File: src/rtl/redux_mem_loader.sv
// redux_mem_loader: boot-time loader for the redux core memory.
// Takes a valid/ready byte stream and writes it to consecutive addresses
// starting at a captured base, holding the core in halt until the image
// is complete, then pulsing done.
module redux_mem_loader #(
    parameter int ADDR_W = 8,
    parameter int DATA_W = 8,
    parameter int DEPTH  = 256
) (
    input  logic              clk,
    input  logic              rst_n,
    input  logic              start,
    input  logic [ADDR_W-1:0] base_addr,
    input  logic [ADDR_W:0]   length,
    input  logic [DATA_W-1:0] in_data,
    input  logic              in_valid,
    output logic              in_ready,
    output logic              mem_we,
    output logic [ADDR_W-1:0] mem_addr,
    output logic [DATA_W-1:0] mem_wdata,
    output logic              cpu_halt,
    output logic              busy,
    output logic              done,
    output logic              err
);

    typedef enum logic [1:0] {
        IDLE = 2'd0,
        LOAD = 2'd1,
        FIN  = 2'd2
    } state_t;

    localparam logic [ADDR_W:0] DEPTH_L = (ADDR_W + 1)'(DEPTH);
    localparam logic [ADDR_W:0] ONE_L   = (ADDR_W + 1)'(1);

    state_t            state;
    state_t            state_nx;
    logic [ADDR_W-1:0] ptr;
    logic [ADDR_W:0]   remaining;
    logic              length_ok;
    logic              start_ok;
    logic              start_bad;
    logic              beat;
    logic              last_beat;

    // Qualify the start request and the stream handshake.
    always_comb begin
        length_ok = (length != '0) && (length <= DEPTH_L);
        start_ok  = (state == IDLE) && start && length_ok;
        start_bad = (state == IDLE) && start && !length_ok;
        in_ready  = (state == LOAD);
        busy      = (state == LOAD);
        beat      = in_ready && in_valid;
        last_beat = beat && (remaining == ONE_L);
    end

    // Next-state logic: IDLE -> LOAD -> FIN -> IDLE.
    always_comb begin
        // NOTE: assign a default first so every path drives state_nx and no latch is inferred.
        state_nx = state;
        unique case (state)
            IDLE:    if (start_ok) state_nx = LOAD;
            LOAD:    if (last_beat) state_nx = FIN;
            FIN:     state_nx = IDLE;
            default: state_nx = IDLE;
        endcase
    end

    // State register.
    always_ff @(posedge clk or negedge rst_n) begin
        if (!rst_n) begin
            state <= IDLE;
        end else begin
            // NOTE: sequential state uses non-blocking assignments so every register samples pre-edge values.
            state <= state_nx;
        end
    end

    // Pointer, counter, write port and status flags.
    always_ff @(posedge clk or negedge rst_n) begin
        if (!rst_n) begin
            // NOTE: reset clears every control and datapath register here; the memory itself lives outside and keeps its contents.
            ptr       <= '0;
            remaining <= '0;
            mem_we    <= 1'b0;
            mem_addr  <= '0;
            mem_wdata <= '0;
            done      <= 1'b0;
            err       <= 1'b0;
            cpu_halt  <= 1'b0;
        end else begin
            mem_we <= beat;
            done   <= (state == FIN);

            if (beat) begin
                mem_addr  <= ptr;
                mem_wdata <= in_data;
                ptr       <= ptr + 1'b1;
                remaining <= remaining - ONE_L;
            end

            if (start_ok) begin
                ptr       <= base_addr;
                remaining <= length;
                err       <= 1'b0;
            end else if (start_bad) begin
                err <= 1'b1;
            end

            // Halt from the cycle after accept until the cycle after done.
            if (start_ok) begin
                cpu_halt <= 1'b1;
            end else if (done) begin
                cpu_halt <= 1'b0;
            end
        end
    end

endmodule

File: config.mk
export PLATFORM = sky130hd
export DESIGN_NAME = redux_mem_loader
export DESIGN_NICKNAME = d
export VERILOG_FILES = /design/src/rtl/redux_mem_loader.sv
export SDC_FILE = /design/constraint.sdc
export NUM_CORES = 1
export LEC_CHECK = 0
export ABC_AREA = 1
export BUFFER_PORTS_ARGS = -buffer_cell sky130_fd_sc_hd__buf_4
export CORE_ASPECT_RATIO = 1.5
export CORE_MARGIN = 5
export CORE_UTILIZATION = 48
export CTS_BUF_LIST = sky130_fd_sc_hd__clkbuf_16
export DETAILED_ROUTE_END_ITERATION = 16
export GPL_TIMING_DRIVEN = 0
export PLACE_DENSITY = 0.85
export REMOVE_ABC_BUFFERS = 1
export SLEW_MARGIN = 40
export SYNTH_ARGS = -nofsm -noshare
export SYNTH_HDL_FRONTEND = slang
export SYNTH_SLANG_ARGS = --single-unit
File: constraint.sdc
create_clock -name clk -period 1.4 [get_ports clk]
set_input_delay 0.35 -clock clk [delete_from_list [all_inputs] [get_ports clk]]
set_output_delay 0.35 -clock clk [all_outputs]
set_load 0.02 [all_outputs]
== Yosys cells after proc, flatten, opt, wreduce, memory -nomap -nowiden ==
Cells that the tools add are included.

* $add $sub $neg: 2
* Magnitude comparators: 1
* Equality and inequality tests: 5
* Mux-type cells: 11
* Reductions and logical operators: 13

{| class="wikitable"
|+ Operators with widths
! operator !! count
|-
| $mux W9 || 2
|-
| $mux W8 || 2
|-
| $eq A9 B1 Y1 const B || 1
|-
| $le A9 B9 Y1 const B || 1
|-
| $reduce_bool A9 Y1 || 1
|-
| $sub A9 B1 Y9 const B || 1
|-
| $add A8 B1 Y8 const B || 1
|-
| $logic_and A1 B1 Y1 || 6
|-
| $reduce_bool A2 Y1 || 3
|-
| $mux W1 || 4
|-
| $mux W2 || 2
|-
| $pmux W2 S2 || 1
|-
| $eq A2 B1 Y1 const B || 1
|-
| $eq A2 B2 Y1 const B || 1
|-
| $logic_not A2 Y1 || 1
|-
| $ne A2 B1 Y1 const B || 1
|-
| $ne A2 B2 Y1 const B || 1
|-
| $reduce_and A2 Y1 || 1
|-
| $logic_not A1 Y1 || 1
|}

* Register bits: 39
* Input bits: 29
* Output and inout port bits: 22
* Word-level logic and storage cells: 41

== Depth between registers and ports, before layout ==
Gate-level depths: netlist of run 1.

* Word-level depth: 6
* Gate-level depth with buffers: 9

== Least setup slack after synthesis of run 1 ==
No wires, ideal clock.

* Path kind: register to register
* Start point: reg remaining[0]
* End point: reg remaining[6]
* Library setup time: 124 ps
* Data arrival time: 1217 ps
* Required time: 1276 ps
* Setup slack: 59 ps
* Cell stages (with the launch flop): 9
* Path buffers: 0
* Clock period less this slack: 1341 ps
* Cell sequence: dfrtp_1 > inv_1 > ha_1 > nand3_1 > nor2_1 > nand2_1 > xor2_1 > nand2_1 > nand3_1

* Longest elaborated chain between the ends: 3

{| class="wikitable"
|+ RTL lines
! element !! RTL line !! text
|-
| start, declared || 39 || <nowiki>logic [ADDR_W:0] remaining;</nowiki>
|-
| start signal, assigned || 99 || <nowiki>remaining <= remaining - ONE_L;</nowiki>
|-
| start signal, assigned || 104 || <nowiki>remaining <= length;</nowiki>
|-
| $sub A9 B1 Y9 || 99 ||
|-
| $mux W9 || 95 || <nowiki>if (beat) begin</nowiki>
|-
| $mux W9 || 102 || <nowiki>if (start_ok) begin</nowiki>
|}

Every way passes these cells. The select of a mux whose other input is x is not followed.
A chain may end at the register's enable or synchronous reset.

== Worst setup path in the final report of run 1 ==
* Start point: reg state[0]
* End point: out busy

* Longest elaborated chain between the ends: 1

{| class="wikitable"
|+ RTL lines
! element !! RTL line !! text
|-
| start, declared || 36 || <nowiki>state_t state;</nowiki>
|-
| start signal, assigned || 75 || <nowiki>state <= state_nx;</nowiki>
|-
| $eq A2 B1 Y1 || 52 || <nowiki>busy = (state == LOAD);</nowiki>
|-
| end, declared || 22 || <nowiki>output logic busy,</nowiki>
|}

Every way passes these cells.

==> results of run 1 <==
==> cells by family after synthesis <==
group	count (synthesis)
AOI/OAI and AO/OA	12
and+or+nand+nor	140
adders and majority gates	3
DFF	39
xor gates and xnor gates	10
buffers and inverters	34
==> report_power, final <==
group	internal (uW)	leakage, uW	switching, uW
Sequential	1600	0.000477	352
Combinational	1210	0.000929	1610
Clock	641	0.0000701	412
Total	3440	0.00148	2370
==> synthesized netlist by cell type, types with 2 or more instances <==
cell type,n,area [um2]
sky130_fd_sc_hd__nand3_1,23,115
sky130_fd_sc_hd__xor2_1,10,87.6
sky130_fd_sc_hd__inv_2,3,11.3
sky130_fd_sc_hd__nand2_1,76,285
sky130_fd_sc_hd__ha_1,3,37.5
sky130_fd_sc_hd__buf_2,2,10.0
sky130_fd_sc_hd__o21ai_1,5,25.0
sky130_fd_sc_hd__buf_6,4,45.0
sky130_fd_sc_hd__nand4_1,4,25.0
sky130_fd_sc_hd__nand3_2,17,170
sky130_fd_sc_hd__o21ai_0,5,25.0
sky130_fd_sc_hd__buf_4,3,22.5
sky130_fd_sc_hd__dfrtp_1,39,976
sky130_fd_sc_hd__inv_1,21,78.8
sky130_fd_sc_hd__nor2_1,13,48.8
==> timing repair <==
action	CTS	global route
buffers inserted	6	11
endpoints found under the setup margin	35	21
pin swaps	5	9
gates cloned	4	2
gates resized for setup	18	8
==> per-stage QoR <==
stage	hold slack [ns]	TNS (ns)	std cells	power, uW
2_1_floorplan	0.0544	-11.14	228	3400
3_3_place_gp	0.350	-19.11	324	4090
3_5_place_dp	0.356	-13.95	324	4180
4_1_cts	0.0612	-0.0233	342	5530
5_1_grt	0.0876	-0.276	355	6190
6_report	0.0460	-0.0247	355	5810
==> worst max path at each step <==
| stage | from | to | slack [ns] |
|---|---|---|---|
| after floorplan | state[1] | ptr[7] | -0.45 |
| after global placement | state[1] | ptr[7] | -0.67 |
| after detailed placement | length[3] | ptr[4] | -0.63 |
| after CTS | state[0] | busy | -0.01 |
| after global routing | remaining[2] | remaining[7] | -0.08 |
| final | state[0] | busy | -0.01 |
==> sequential cells by signal, summed over array words and instances (netlist names) <==
name / cells
state: 2
done: 1
mem_we: 1
err: 1
ptr: 8
mem_wdata: 8
cpu_halt: 1
remaining: 9
mem_addr: 8
==> layout make-up <==
type | count | area (um2) | share of cell area [%]
clock buffers | 5 | 125 | 4.37
clock inverters | 3 | 11.3 | 0.393
inverters | 24 | 129 | 4.50
multi-input cells | 171 | 1030 | 36.0
flip-flops and latches | 39 | 978 | 34.2
well taps | 46 | 57.6 | 2.01
repair buffers | 67 | 532 | 18.6
==> routing by layer <==
metal	routed length [um]	global-route usage, %	up-vias	share of wire, %
met2	2920	29.4	75	54
met1	1940	20.2	881	36
met3	341	4.36	20	6.3
met4	204	7.80	0	3.8
li1	-	-	916	-
met5	0	0	-	0
==> cell usage in the layout (no fill, tap or decap), drive strengths merged <==
cell type	count
o21ai	11
xor2	10
dfrtp	39
nand3	43
nand4	4
ha	3
nor3	2
inv	23
nand2	80
nor2	14
or2	1
clkbuf	5
nor4	1
buf	67
clkinv	4
a31oi	1
nor3b	1
==> metrics.cfg, run 1 <==
[critical_path]
critical-path-top-delay-family = flip-flops
worstRegToRegCells = 5
worst_ep_arrival_time_ns = 1.06
critical_path.cell_chain = inv_2, nor2_4, buf_4
slowest_stage = sky130_fd_sc_hd__dfrtp_1
worstSetupPathDepth = 3
cp_max_fo = 4
max_stage_delay_ns = 0.42
crit_required_ns = 1.05
timing.rr.start = remaining[4]
crit-reg2reg-capture = remaining[7]
crit_path_end_kind = primary output
register_to_register_path_setup_slack_ns = 0.02
criticalPathCategory = reg -> out
path_buf_inv = 2
timing.critical_path.from_type = flop

[layout]
area_growth_syn_to_layout_pct = 38.9
fill_cells = 327
post_route_cells_drive_above_1_share_pct = 35.9
fin_nets = 340
post-route-cell-area_um2 = 2860
fin_util_pct = 68.0
n_antenna_cell = 0

[die]
placementRows = 29
horizontal_extent_of_the_die_um = 63.5
die_h_um = 90.3
dieArea_um2 = 5730
core_um2 = 4210
boundaryPins = 51
initial_core_util_pct = 49.0

[timing]
setup_slack_after_layout_ns = -0.0129
min_period_ns = 1.41
slew_limit_fails = 0
period_share_pct = 101
setup_repair_after_global_routing_missed_its_margin = yes
hold_violations = 0
worst_clk_skew_ns = 0.00394
timing.final.setup_violations = 2
timing.max_slew.rel_slack_pct = 67.0
pin_slew_with_the_least_headroom_to_its_limit_ns = 0.494
maximum_operating_frequency_mhz = 708

[run]
cap_viol_max_count = 0

[place]
dp_worst_setup_slack_ns = -0.632
portBuffers = 50
post_dp_cell_area_um2 = 2400
place.gp.congestion = 0.842
post-dp-hpwl_mm = 2.89

[grt]
pin_count_of_the_biggest_net_entering_global_routing = 40
track_usage_pct = 17.4
residual_overflow_from_global_routing = 0
wire_length_of_the_first_global_routing_pass_mm = 8.07
grt_pass1_vias = 1727
antenna_found_initial = 0

[routing]
drtPass1Iterations = 4
drt-total-wl_mm = 5.41
detailroute.via_count = 1892
dr.first_iter.drc_count = 83
drc = 0
detail-route-antenna-nets = 0
drt-vias-per-instance = 5.33
routed_wire_length_per_instance_um = 15.2

[synthesis]
post_synth_num_cell_types = 25
synth_edf_count = 0
mappedNetlistArea_um2 = 2060
post_synth_xor_area_fraction_pct = 4.25
synth.ff_latch_count = 39
synthesis.area_per_instance_um2 = 8.66
multiplexer_fraction_of_the_synthesized_cell_area_pct = 0
yosys.area_share.simple_pct = 34.3
dominantRegCellSynth = sky130_fd_sc_hd__dfrtp_1
synth_compound_area_share_pct = 3.16
synth_fa_ha_area_share_pct = 1.82
sequential_share_of_the_synthesized_area_pct = 47.3
yosys_warnings = 0
postSynth.asyncResetShare_pct = 100
synth_top_family_by_area = simple AND/OR/NAND/NOR gates
synthesis.instances = 238

[clock_tree]
number_of_buffers_created_by_cts = 5
cts.reportedPaths.clkPinSlew_ns = 0.06
cts_htree_levels = 2
worst_skew_pair.late_latency_ns = 0.27
cts_tree = yes
cts_root_buf = sky130_fd_sc_hd__clkbuf_16
cts_hold_buffers = 0
clock_path_buffers = 2
tritoncts_num_sinks = 39

[hold_path]
hold_class = in -> async

[status]
violations = negative setup slack
run_status = finished, violations left

[pwr]
power_leakage_uw = 0.00148
ir_drop_worst_vdd_mv = 1.12
power.density_cell_area_nw_per_um2 = 2030

(Power assumes the default switching activity.)
==> run 2: changes to the inputs <==
==> constraint.sdc (replaced) <==
create_clock -name clk -period 1.4 [get_ports clk]
set_input_delay 0.28 -clock clk [delete_from_list [all_inputs] [get_ports clk]]
set_output_delay 0.28 -clock clk [all_outputs]
set_load 0.02 [all_outputs]
==> run 2 against run 1 <==
The flow still finishes with violations (negative setup slack). Maximum frequency is 0.55% higher. Utilization is 0.83 points lower. First-iteration DRC count fell by 6.0%. Clock power about the same. Combinational power shrank 2%. Clock skew is 0.00069 ns lower. Routed wire length fell by 4.6%. Hold slack gained 0.15 ns. Final cell count down 0.85%. Register-to-register slack improved by 0.02 ns. Critical endpoint is now in_ready. Largest power group unchanged.
==> metrics.cfg, run 2 (same netlist as run 1, synthesis figures left out) <==
[critical_path]
worst_ep_arrival_time_ns = 1.13  ; was 1.06 ns
register_to_register_path_setup_slack_ns = 0.04  ; was 0.02 ns
criticalPathCategory = reg -> out  ; unchanged
crit_path_end_kind = primary output  ; unchanged
timing.rr.start = state[0]  ; was remaining[4]
path_buf_inv = 1  ; was 2
cp_max_fo = 5  ; was 4
worstRegToRegCells = 6  ; was 5
slowest_stage = sky130_fd_sc_hd__dfrtp_2  ; was sky130_fd_sc_hd__dfrtp_1
critical_path.cell_chain = nor2_4, buf_6  ; was inv_2, nor2_4, buf_4
crit_required_ns = 1.12  ; was 1.05 ns
critical-path-top-delay-family = flip-flops  ; unchanged
max_stage_delay_ns = 0.44  ; was 0.42 ns
timing.critical_path.from_type = flop  ; unchanged
crit-reg2reg-capture = remaining[2]  ; was remaining[7]

[layout]
seqCellArea_um2 = 978  ; unchanged
layoutNonFillerInstCount = 352  ; was 355
fin_nets = 337  ; was 340
area_growth_syn_to_layout_pct = 37.2  ; was 38.9%
fill_cells = 345  ; was 327
n_antenna_cell = 0  ; unchanged
post_route_cells_drive_above_1_share_pct = 35.6  ; was 35.9%
combined_area_of_the_multi_input_logic_cells_um2 = 1040  ; was 1030 um2
final_cell_mix = 74 x sky130_fd_sc_hd__nand2_1, 62 x sky130_fd_sc_hd__buf_4, 37 x sky130_fd_sc_hd__dfrtp_1  ; was 75 x sky130_fd_sc_hd__nand2_1, 64 x sky130_fd_sc_hd__buf_4, 37 x sky130_fd_sc_hd__dfrtp_1
number_of_flip_flops_in_the_largest_register = 9  ; unchanged
layout_commonest_cell = sky130_fd_sc_hd__nand2_1  ; unchanged
post-route-cell-area_um2 = 2830  ; was 2860 um2
fin_util_pct = 67.2  ; was 68.0%
regMostFlops = remaining  ; unchanged

[pwr]
p_switching_uw = 2330  ; was 2370 uW
clock_power_share_pct = 18.4  ; was 18.1%
p_int_uw = 3410  ; was 3440 uW
combinationalPowerShare_pct = 47.7  ; was 48.4%
power.density_cell_area_nw_per_um2 = 2030  ; about the same
pwr-share-seq_pct = 33.9  ; was 33.5%
power_leakage_uw = 0.00145  ; was 0.00148 uW
netSwitchingFraction_pct = 40.5  ; was 40.8%
ir_drop_worst_vdd_mv = 1.12  ; about the same

[routing]
drtPass1Iterations = 4  ; unchanged
detail-route-antenna-nets = 0  ; unchanged
drc = 0  ; unchanged
drt-vias-per-instance = 5.24  ; was 5.33
routed_wire_length_per_instance_um = 14.7  ; was 15.2 um
detailroute.via_count = 1843  ; was 1,892
drt-total-wl_mm = 5.16  ; was 5.41 mm
dr.first_iter.drc_count = 78  ; was 83

[hold_path]
min_to = mem_wdata[0]
worstHoldStart = in_data[0]
hold_class = in -> reg  ; was in -> async
hold_path_depth = 3

[run]
cap_viol_max_count = 0  ; unchanged

[timing]
period_share_pct = 100  ; was 101%
min_period_ns = 1.41  ; about the same
setup_repair_after_global_routing_missed_its_margin = yes  ; unchanged
timing.final.setup_violations = 2  ; unchanged
maximum_operating_frequency_mhz = 712  ; was 708 MHz
setup_slack_after_layout_ns = -0.00523  ; was -0.0129 ns
hold_violations = 0  ; unchanged
timing.max_slew.rel_slack_pct = 66.9  ; was 67.0%
slew_limit_fails = 0  ; unchanged
pin_slew_with_the_least_headroom_to_its_limit_ns = 0.497  ; was 0.494 ns
worst_clk_skew_ns = 0.00325  ; was 0.00394 ns

[grt]
residual_overflow_from_global_routing = 0  ; unchanged
pin_count_of_the_biggest_net_entering_global_routing = 40  ; unchanged
grt_pass1_vias = 1720  ; was 1,727
track_usage_pct = 17.1  ; was 17.4%
wire_length_of_the_first_global_routing_pass_mm = 7.91  ; was 8.07 mm
antenna_found_initial = 0  ; unchanged

[clock_tree]
clock_path_buffers = 2  ; unchanged
cts_tree = yes  ; unchanged
cts_htree_levels = 2  ; unchanged
cts.reportedPaths.clkPinSlew_ns = 0.06  ; about the same
tritoncts_num_sinks = 39  ; unchanged
cts_root_buf = sky130_fd_sc_hd__clkbuf_16  ; unchanged
number_of_buffers_created_by_cts = 5  ; unchanged
worst_skew_pair.late_latency_ns = 0.27  ; about the same

[place]
post_dp_cell_area_um2 = 2400  ; unchanged
portBuffers = 50  ; unchanged
dp_cells = 324  ; unchanged
place.gp.congestion = 0.842  ; unchanged
post-dp-hpwl_mm = 2.89  ; unchanged

[status]
run_status = finished, violations left  ; unchanged
violations = negative setup slack  ; unchanged

[die]
die_h_um = 90.3  ; unchanged
horizontal_extent_of_the_die_um = 63.5  ; unchanged
initial_core_util_pct = 49.0  ; unchanged
placementRows = 29  ; unchanged
dieArea_um2 = 5730  ; unchanged
core_um2 = 4210  ; unchanged
boundaryPins = 51  ; unchanged

==> run 2: area by class of cell <==
class | instances | area share, %
clock buffer | 5 | 4.42
timing repair buffer | 65 | 17.6
clock inverter | 3 | 0.398
tap | 46 | 2.03
multi-input combinational | 170 | 36.8
inverter | 24 | 4.20
sequential | 39 | 34.6
==> run 2: power groups by stage <==
| stage | clock (uW) | combinational, uW | sequential [uW] |
|---|---|---|---|
| 6_report | 1060 | 2740 | 1950 |
| 5_1_grt | 1120 | 3000 | 2010 |
| 4_1_cts | 1070 | 2460 | 1950 |
| 3_5_place_dp | 0 | 2230 | 1950 |
| 3_3_place_gp | 0 | 2160 | 1930 |
| 2_1_floorplan | 0 | 1210 | 2190 |
==> run 2: how the worst max path moves through the flow <==
stage                   start            to  slack, ns  cells past startpoint
floorplan            state[1]        ptr[7]      -0.45                      6
global placement     state[1]        ptr[7]      -0.67                      6
detailed placement   state[1]        ptr[4]      -0.61                      5
CTS                  state[0]          busy      -0.02                      3
global route        length[3]  remaining[2]      -0.07                      9
finish               state[1]      in_ready     -0.005                      2
==> run 2: layer usage <==
metal	GRT usage, %	wire (um)	vias up
met2	29.7	2830	60
li1	-	-	907
met3	3.99	341	8
met5	0	0	-
met1	19.7	1890	868
met4	6.93	102	0
==> run 2: through the flow <==
stage | worst slack, ns | setup TNS, ns | power [uW] | hold WS, ns
after CTS | -0.0182 | -0.0356 | 5490 | 0.194
after global routing | -0.0667 | -0.437 | 6130 | 0.207
after detailed placement | -0.606 | -13.44 | 4180 | 0.286
after floorplan | -0.455 | -11.14 | 3400 | -0.0156
after global placement | -0.670 | -18.58 | 4090 | 0.280
final | -0.00523 | -0.00842 | 5740 | 0.196
==> run 2: worst min-delay path, cell delays in order <==
cell	delay, ns
sky130_fd_sc_hd__buf_4	0.08
sky130_fd_sc_hd__nand2_1	0.04
sky130_fd_sc_hd__nand2_1	0.04
==> run 2: what timing repair did <==
item                                    CTS  global route
cloned                                    4             1
hold buffers                              1             0
pin swaps                                 5             8
endpoints found under the hold margin    39             0
resized for setup                        18            11
buffers inserted                          5             9
endpoints found under the setup margin   34            21
==> run 3: changes to the inputs <==
--- a/config.mk
+++ b/config.mk
@@ -12,7 +12,6 @@
 export CORE_UTILIZATION = 48
 export CTS_BUF_LIST = sky130_fd_sc_hd__clkbuf_16
 export DETAILED_ROUTE_END_ITERATION = 16
-export GPL_TIMING_DRIVEN = 0
 export PLACE_DENSITY = 0.85
 export REMOVE_ABC_BUFFERS = 1
 export SLEW_MARGIN = 40
==> run 3 against run 2 <==
The run now ends clean. Maximum frequency rose by 3.6%. Hold slack about the same. Via count is 2.2% lower. Sequential power is essentially flat. Register-to-register slack hardly changed. Non-clock buffer count is 6 higher. Clock power rose by 17%. Clock skew rose by 0.0011 ns. Largest cell class is now registers. Highest routed layer unchanged. Worst setup slack better by 0.049 ns.
==> metrics.cfg, run 3 (same netlist as run 1, synthesis figures left out) <==
[layout]
area_growth_syn_to_layout_pct = 35.0  ; was 37.2%
post_route_cells_drive_above_1_share_pct = 35.8  ; was 35.6%
number_of_flip_flops_in_the_largest_register = 9  ; unchanged
layoutNonFillerInstCount = 353  ; was 352
fin_nets = 338  ; was 337
fill_cells = 376  ; was 345
n_antenna_cell = 0  ; unchanged
layout_commonest_cell = sky130_fd_sc_hd__nand2_1  ; unchanged
post-route-cell-area_um2 = 2780  ; was 2830 um2
fin_util_pct = 66.1  ; was 67.2%
final_cell_mix = 76 x sky130_fd_sc_hd__nand2_1, 66 x sky130_fd_sc_hd__buf_4, 39 x sky130_fd_sc_hd__dfrtp_1  ; was 74 x sky130_fd_sc_hd__nand2_1, 62 x sky130_fd_sc_hd__buf_4, 37 x sky130_fd_sc_hd__dfrtp_1
regMostFlops = remaining  ; unchanged

[hold_path]
hold_class = in -> reg  ; unchanged
hold_path_depth = 3  ; unchanged
min_to = mem_wdata[1]  ; was mem_wdata[0]
worstHoldStart = in_data[1]  ; was in_data[0]

[clock_tree]
clock_path_buffers = 2  ; unchanged
cts_htree_levels = 2  ; unchanged
tritoncts_num_sinks = 39  ; unchanged
cts_tree = yes  ; unchanged
cts.reportedPaths.clkPinSlew_ns = 0.06  ; about the same
number_of_buffers_created_by_cts = 5  ; unchanged
worst_skew_pair.late_latency_ns = 0.28  ; was 0.27 ns
cts_root_buf = sky130_fd_sc_hd__clkbuf_16  ; unchanged

[place]
portBuffers = 50  ; unchanged
post-dp-hpwl_mm = 3.50  ; was 2.89 mm
place.gp.congestion = 0.889  ; was 0.842
dp_cells = 341  ; was 324
post_dp_cell_area_um2 = 2540  ; was 2400 um2

[critical_path]
timing.critical_path.from_type = flop  ; unchanged
timing.rr.start = state[0]  ; unchanged
register_to_register_path_setup_slack_ns = 0.04  ; about the same
crit_path_end_kind = flop  ; was primary output
cp_max_fo = 7  ; was 5
worstRegToRegCells = 6  ; unchanged
criticalPathCategory = reg -> reg  ; was reg -> out
crit-reg2reg-capture = ptr[0]  ; was remaining[2]
worst_ep_arrival_time_ns = 1.56  ; was 1.13 ns
crit_required_ns = 1.60  ; was 1.12 ns

[grt]
wire_length_of_the_first_global_routing_pass_mm = 7.89  ; was 7.91 mm
grt_pass1_vias = 1826  ; was 1,720
residual_overflow_from_global_routing = 0  ; unchanged
track_usage_pct = 16.7  ; was 17.1%
pin_count_of_the_biggest_net_entering_global_routing = 40  ; unchanged
antenna_found_initial = 0  ; unchanged

[timing]
min_period_ns = 1.36  ; was 1.41 ns
setup_repair_after_global_routing_missed_its_margin = yes  ; unchanged
timing.final.setup_violations = 0  ; was 2
hold_violations = 0  ; unchanged
worst_clk_skew_ns = 0.00438  ; was 0.00325 ns
timing.max_slew.rel_slack_pct = 67.7  ; was 66.9%
slew_limit_fails = 0  ; unchanged
period_share_pct = 96.9  ; was 100%
pin_slew_with_the_least_headroom_to_its_limit_ns = 0.485  ; was 0.497 ns
maximum_operating_frequency_mhz = 737  ; was 712 MHz

[routing]
dr.first_iter.drc_count = 73  ; was 78
drc = 0  ; unchanged
routed_wire_length_per_instance_um = 13.3  ; was 14.7 um
drtPass1Iterations = 4  ; unchanged
detail-route-antenna-nets = 0  ; unchanged
drt-total-wl_mm = 4.70  ; was 5.16 mm
drt-vias-per-instance = 5.10  ; was 5.24
detailroute.via_count = 1802  ; was 1,843

[die]
core_um2 = 4210  ; unchanged
horizontal_extent_of_the_die_um = 63.5  ; unchanged
placementRows = 29  ; unchanged
boundaryPins = 51  ; unchanged
dieArea_um2 = 5730  ; unchanged
die_h_um = 90.3  ; unchanged
initial_core_util_pct = 49.0  ; unchanged

[pwr]
ir_drop_worst_vdd_mv = 1.84  ; was 1.12 mV
power_leakage_uw = 0.00148  ; was 0.00145 uW
power.density_cell_area_nw_per_um2 = 2070  ; was 2030 nW/um2

[status]
run_status = complete, no violations  ; was finished, violations left

[run]
cap_viol_max_count = 0  ; unchanged

[run 3: cell types whose count changed in the layout (fill, tap and decap cells not counted), sizes merged]
cell / delta
buf: +6
bufinv: +1
nand3: -3
nand2: -2
clkinv: -1
[run 3: worst max path at each step]
stage	startpoint	to	slack [ns]	cells past startpoint
global route	state[0]	ptr[0]	-0.05	6
global placement	remaining[0]	remaining[6]	-0.01	8
detailed placement	remaining[0]	remaining[6]	-0.07	8
floorplan	state[1]	ptr[7]	-0.45	6
finish	state[0]	ptr[0]	0.04	6
CTS	remaining[0]	remaining[8]	0.03	8
[run 3: worst max-delay path, stage by stage (launching register included)]
cell and delay [ns]:
sky130_fd_sc_hd__dfrtp_1 0.41, sky130_fd_sc_hd__nor3b_2 0.27, sky130_fd_sc_hd__nand3_2 0.19, sky130_fd_sc_hd__inv_2 0.14, sky130_fd_sc_hd__buf_6 0.13, sky130_fd_sc_hd__nand2_1 0.06
sky130_fd_sc_hd__o21ai_1 0.08
[run 3: stage by stage]
stage	setup slack, ns	TNS, ns	power (uW)	hold WS [ns]
floorplan	-0.455	-11.14	3400	-0.0156
global placement	-0.0127	-0.0127	4310	0.278
detailed placement	-0.0749	-0.195	4400	0.279
CTS	0.0333	0	5720	0.195
global route	-0.0547	-0.389	6190	0.202
finish	0.0441	0	5760	0.196
[run 3: area by class of cell]
type / instances / area [um2] / share of cell area (%)
Clock buffer: 5 / 125 / 4.49
Timing Repair Buffer: 71 / 559 / 20.1
Multi-Input combinational cell: 165 / 937 / 33.7
Inverter: 24 / 90.1 / 3.24
Sequential cell: 39 / 976 / 35.1
Tap cell: 46 / 57.6 / 2.07
Clock inverter: 3 / 38.8 / 1.39
[run 3: timing repair]
action | 4_1_cts | 5_1_grt
hold endpoints to repair | 39 | 0
hold buffers | 1 | 0
setup buffers | 1 | 2
gates resized for setup | 4 | 11
pin swaps | 2 | 7
endpoints found under the setup margin | 2 | 25
[run 3: routing by layer]
metal	GRT usage, %	routed length (um)	part of all wire (%)	up-vias
met5	0	0	0	-
met4	8.84	143	3.0	0
met3	3.74	232	4.9	13
met2	29.9	2650	56	47
met1	17.6	1670	36	850
li1	-	-	-	892
[run 3: where the power goes]
part	internal, uW	switching (uW)
clock	830	412
sequential	1590	365
combinational	1130	1430
